### config.mk
export PLATFORM = sky130hd
export DESIGN_NAME = int_ctrl
export DESIGN_NICKNAME = d
export VERILOG_FILES = /design/src/rtl/int_ctrl_pkg.sv /design/src/rtl/int_prio_enc.sv /design/src/rtl/int_ctrl.sv
export SDC_FILE = /design/constraint.sdc
export NUM_CORES = 1
export LEC_CHECK = 0
export CORE_ASPECT_RATIO = 0.75
export CORE_UTILIZATION = 50
export CTS_BUF_LIST = sky130_fd_sc_hd__clkbuf_2
export CTS_CLUSTER_SIZE = 8
export DETAILED_ROUTE_END_ITERATION = 8
export GPL_TIMING_DRIVEN = 1
export PLACE_DENSITY_LB_ADDON = 0.15
export SETUP_SLACK_MARGIN = 0.05
export SYNTH_ARGS = -nofsm -noshare
export SYNTH_HDL_FRONTEND = slang
export SYNTH_HIERARCHICAL = 1
export SYNTH_SLANG_ARGS = --single-unit
### constraint.sdc
create_clock -name clk -period 1.7 [get_ports clk]
set_input_delay 0.34 -clock clk [delete_from_list [all_inputs] [get_ports clk]]
set_output_delay 0.34 -clock clk [all_outputs]
set_load 0.1 [all_outputs]
### src/rtl/int_ctrl_pkg.sv
// Shared types and constants for the interrupt controller.
// State encoding, config select codes, source indices.
package int_ctrl_pkg;

  typedef enum logic [1:0] {
    ST_IDLE    = 2'd0,
    ST_REQ     = 2'd1,
    ST_SERVICE = 2'd2
  } state_t;

  localparam logic CFG_SEL_MASK = 1'b0;
  localparam logic CFG_SEL_GIE  = 1'b1;

  localparam int SRC_INPUT  = 0;
  localparam int SRC_OUTPUT = 1;

endpackage

### src/rtl/int_prio_enc.sv
// Rotating-start priority encoder: first set bit of req at or after base.
// Ports: req (vector), base (start index) -> valid, id.
module int_prio_enc
  import int_ctrl_pkg::*;
#(
  parameter int N = 2,
  parameter int W = 1
) (
  input  logic [N-1:0] req,
  input  logic [W-1:0] base,
  output logic         valid,
  output logic [W-1:0] id
);

  // Walk offsets from far to near so the nearest hit is written last.
  always_comb begin
    valid = 1'b0;
    id    = '0;
    for (int k = N - 1; k >= 0; k--) begin
      if (req[(int'(base) + k) % N]) begin
        valid = 1'b1;
        id    = W'((int'(base) + k) % N);
      end
    end
  end

endmodule

### src/rtl/int_ctrl.sv
// Interrupt controller: edge-latched sources, mask/GIE, one request/ID.
// Ports: clk, rst (async low), src_flag, cfg_*, irq_req/id/ack/done,
// src_clr, gie, mask, pending, in_service, timeout_err.
// Macro INT_CTRL_ROUND_ROBIN_EN selects rotating priority.
module int_ctrl
  import int_ctrl_pkg::*;
#(
  parameter int NUM_SRC = 2,
  parameter int ID_W    = 1,
  parameter int TIMEOUT = 16
) (
  input  logic               clk,
  input  logic               rst,
  input  logic [NUM_SRC-1:0] src_flag,
  input  logic               cfg_we,
  input  logic               cfg_sel,
  input  logic [NUM_SRC-1:0] cfg_wdata,
  output logic               irq_req,
  output logic [ID_W-1:0]    irq_id,
  input  logic               irq_ack,
  input  logic               irq_done,
  output logic [NUM_SRC-1:0] src_clr,
  output logic               gie,
  output logic [NUM_SRC-1:0] mask,
  output logic [NUM_SRC-1:0] pending,
  output logic               in_service,
  output logic               timeout_err
);

  localparam int TW = $clog2(TIMEOUT);
  localparam logic [TW-1:0] T_LAST = TW'(TIMEOUT - 1);

  state_t state, state_nx;

  logic [NUM_SRC-1:0] flag_q, rise, elig;
  logic [NUM_SRC-1:0] id_oh, clr_vec;
  logic               armed, gie_saved;
  logic               any, cur_ok;
  logic               ack_fire, done_fire, tmo_fire;
  logic               gie_wr, mask_wr;
  logic [TW-1:0]      timer;
  logic               win_valid;
  logic [ID_W-1:0]    win_id, base;

  // armed blocks a flag already high at reset release from
  // looking like a fresh rising edge.
  assign rise    = src_flag & ~flag_q & {NUM_SRC{armed}};
  assign elig    = pending & mask;
  assign any     = gie & (|elig);
  assign cur_ok  = any & elig[irq_id];
  assign id_oh   = NUM_SRC'(1) << irq_id;

  assign ack_fire  = (state == ST_REQ) & cur_ok & irq_ack;
  assign done_fire = (state == ST_SERVICE) & irq_done;
  assign tmo_fire  = (state == ST_SERVICE) & ~irq_done
                   & (timer == T_LAST);

  assign gie_wr  = cfg_we & (cfg_sel == CFG_SEL_GIE);
  assign mask_wr = cfg_we & (cfg_sel == CFG_SEL_MASK);
  assign clr_vec = ack_fire ? id_oh : '0;

`ifdef INT_CTRL_ROUND_ROBIN_EN
  logic [ID_W-1:0] last_id;

  always_ff @(posedge clk or negedge rst) begin
    if (!rst) last_id <= '0;
    else if (ack_fire) last_id <= irq_id;
  end

  assign base = ID_W'((int'(last_id) + 1) % NUM_SRC);
`else
  assign base = '0;
`endif

  int_prio_enc #(
    .N (NUM_SRC),
    .W (ID_W)
  ) u_enc (
    .req   (elig),
    .base  (base),
    .valid (win_valid),
    .id    (win_id)
  );

  always_ff @(posedge clk or negedge rst) begin
    if (!rst) state <= ST_IDLE;
    else      state <= state_nx;
  end

  always_comb begin
    state_nx = state;
    unique case (state)
      ST_IDLE: begin
        if (gie & win_valid) state_nx = ST_REQ;
      end
      ST_REQ: begin
        if (!cur_ok)      state_nx = ST_IDLE;
        else if (irq_ack) state_nx = ST_SERVICE;
      end
      ST_SERVICE: begin
        if (done_fire | tmo_fire) state_nx = ST_IDLE;
      end
      default: state_nx = ST_IDLE;
    endcase
  end

  always_comb begin
    irq_req    = (state == ST_REQ);
    in_service = (state == ST_SERVICE);
  end

  always_ff @(posedge clk or negedge rst) begin
    if (!rst) begin
      flag_q      <= '0;
      armed       <= 1'b0;
      pending     <= '0;
      src_clr     <= '0;
      mask        <= '0;
      irq_id      <= '0;
      timer       <= '0;
      gie         <= 1'b0;
      gie_saved   <= 1'b0;
      timeout_err <= 1'b0;
    end else begin
      flag_q  <= src_flag;
      armed   <= 1'b1;
      // A new edge outranks the ack clear on the same bit.
      pending <= (pending & ~clr_vec) | rise;
      src_clr <= clr_vec;
      if (mask_wr) mask <= cfg_wdata;
      if (state == ST_IDLE && gie && win_valid) irq_id <= win_id;

      if (ack_fire)
        timer <= '0;
      else if (state == ST_SERVICE && timer != T_LAST)
        timer <= timer + TW'(1);

      if (ack_fire) begin
        gie_saved <= gie_wr ? cfg_wdata[0] : gie;
        gie       <= 1'b0;
      end else if (done_fire | tmo_fire) begin
        gie <= gie_wr ? cfg_wdata[0] : gie_saved;
        if (gie_wr) gie_saved <= cfg_wdata[0];
      end else if (gie_wr) begin
        if (state == ST_SERVICE) gie_saved <= cfg_wdata[0];
        else                     gie       <= cfg_wdata[0];
      end

      if (tmo_fire)    timeout_err <= 1'b1;
      else if (gie_wr) timeout_err <= 1'b0;
    end
  end

endmodule

==> metrics.cfg <==
[drt]
drc_errors = 0
vias_per_cell = 5.22
wl_um = 1810
vias = 673
drtIter0Drc = 15
wl_per_cell_um = 14.0
first_pass_iters = 4
ant_nets = 0

[floorplanning]
start_util_pct = 56.4
die_w_um = 50.7
core_area_um2 = 1580
ios = 21
die_area_um2 = 1950
dieHeight_um = 38.5
rows = 12

[synth]
netlist_top_cells_area = dfrtp_1 53%, nand3_1 2.8%, mux2_2 2.5%, nor2_1 2.5%, and2_1 2.1%
syn_area_um2 = 890
synth_nets = 93
yosysUniqueCellTypes = 37
ys_seq_area_share_pct = 53.4
yosysTopAreaCell = dfrtp_1
synthCells = 82
ys_ff_latch = 19
yosysWarnings = 6
yosys.area.top_type_share_pct = 53.4
ys.flop_type = dfrtp_1
syn_area_per_cell_um2 = 10.8
async_flop_share_pct = 100
synth_edf_count = 0

[clocking]
cts-root-buf = clkbuf_2
clkTransAtPathRegs_ps = 170
cts.path.max_buffers = 2
cts_sinks = 19
ctsHoldBuffers = 0
cts_buffers = 3
htree_levels = 1
cts_tree = built
clk-insertion-delay-late_ps = 310

[global_routing]
overflow = 0
grt_max_degree = 20
grt_pass1_wl_um = 3100
grt_pass1_vias = 651
grt_antenna_before_repair = 0
grt.total_usage_pct = 23.5

[worst_setup_path]
endpoint_kind = primary output
slowest_stage = dfrtp_1
critPathTopFamily = flip-flops
critPathMaxStageDelay_ps = 450
cp_cell_sequence = nand2b_4, inv_4, buf_12
required_ps = 1360
worst-path-buf-inv = 2
crit_type = reg2out
critPathLaunchType = flop
cp_max_fo = 7
crit_arrival_ps = 1240
cp.depth = 3
reg2reg_depth = 4

[cells_and_area]
nNetsFinal = 120
n_antenna_cell = 0
drive_gt1_share_pct = 32.4
area_delta_synth_final_pct = 44.2

[sta]
drv_slew = 0
fin_crit_sh_pct = 92.8
setup_viol = 0
finalHoldViolations = 0
rsz0062_at_grt = false
period_minus_slack_ps = 1580
max_freq_mhz = 634
tns_ps = 0
finalHoldWorstSlack_ps = 356
skew_ps = 15.2

[placed_design]
port_buffers = 20
dp_hpwl_um = 1440
routabilityCongestion = 0.807

[min_path]
hold_class = in2async

[power_and_ir_drop]
powerDensity_nw_per_um2 = 1550
leakage_nw = 0.563
ir_drop_mv = 1.08

[run]
maxCapViolCount = 0

[status]
status = finished, final reports clean

area by class of cell:
type | count | area, um2
clock buffer | 4 | 20.0
fill | 96 | 294
inverter | 5 | 21.3
multi-input combinational | 57 | 394
sequential | 19 | 488
tap | 21 | 26.3
timing repair buffer | 23 | 333
logic make-up (layout without fill, tap and decap cells):
group	after synthesis	after routing	share of synthesized area, %
buffers and inverters	6	32	3.37
adder cells (fa/ha/maj)	1	1	1.41
other	2	2	0.844
multiplexers	4	4	4.92
AND/OR/NAND/NOR	33	33	21.9
AO/OA/AOI/OAI	14	14	11.1
XOR/XNOR	3	3	2.95
flip-flops	19	19	53.4
synthesized netlist by cell type, types with 2 or more instances:
library cell and instances:
conb_1 2, inv_1 4, and2_1 3, nand3_1 5, nor2_1 6, mux2_2 2, a21oi_1 3, nand2_1 5
or2_1 2, dfrtp_1 19, o21ai_1 3, xor2_1 2, nand3b_1 2
sequential cells by signal (all words and copies together), names as in the netlist:
signal       cells
flag_q           2
gie              1
gie_saved        1
src_clr          2
armed            1
pending          2
timer            4
irq_id           1
timeout_err      1
mask             2
state            2
path summary, 6_finish.rpt:
path / from / end / slack [ps]
min in group clk: flag_q[0] / pending[0] / 430
max reg2reg: pending[1] / irq_id / 150
max: state[0] / in_service / 120
min reg2reg: flag_q[0] / pending[0] / 430
max in group asynchronous: rst / mask[0] / 1110
min: rst / pending[1] / 360
worst reg2reg max path: stages, from the launching register on:
cell and delay [ps]:
dfrtp_4 540, and2_4 170, or2_1 230, and4bb_1 200, mux2_1 310
through the flow:
| stage | area (um2) | power (mW) | std cells | setup slack (ps) | utilization, % |
|---|---|---|---|---|---|
| finish | 1280 | 1.99 | 129 | 123 | 81.3 |
| global route | 1280 | 2.08 | 129 | 49.7 | 81.3 |
| CTS | 1270 | 1.99 | 128 | 108 | 80.9 |
| detailed placement | 1250 | 1.79 | 124 | 80.7 | 79.1 |
| global placement | 1250 | 1.75 | 124 | 133 | 79.1 |
| floorplan | 907 | 1.38 | 82 | 53.5 | - |
repair_timing:
item                       4_1_cts  5_1_grt
setup endpoints to repair        1        1
cloned                           0        0
buffers inserted                 0        1
pin swaps                        0        0
gates resized for setup          2        0
cells in the final DEF (no fill, tap or decap), types with 4 or more instances in the layout:
cell type / instances
dfrtp_1: 13
buf_12: 11
clkdlybuf4s50_1: 9
nand2_1: 5
nor2_1: 5
nand3_1: 5
inv_1: 4
clkbuf_2: 4
dfrtp_2: 4
power breakdown:
group	switching (mW)	leakage, nW	internal, mW
Clock	0.129	0.0166	0.0623
Sequential	0.157	0.225	0.584
Combinational	0.631	0.322	0.427
Total	0.916	0.563	1.07
routing by layer:
metal  track usage [%]  up-vias  routed length, um
met5                 0        -                  0
met4              6.25        0                  4
met3              8.33        2                 76
met2              38.3       18                899
met1              30.1      318                825
li1                  -      335                  -
No activity file was read; power rests on OpenSTA's default activity.
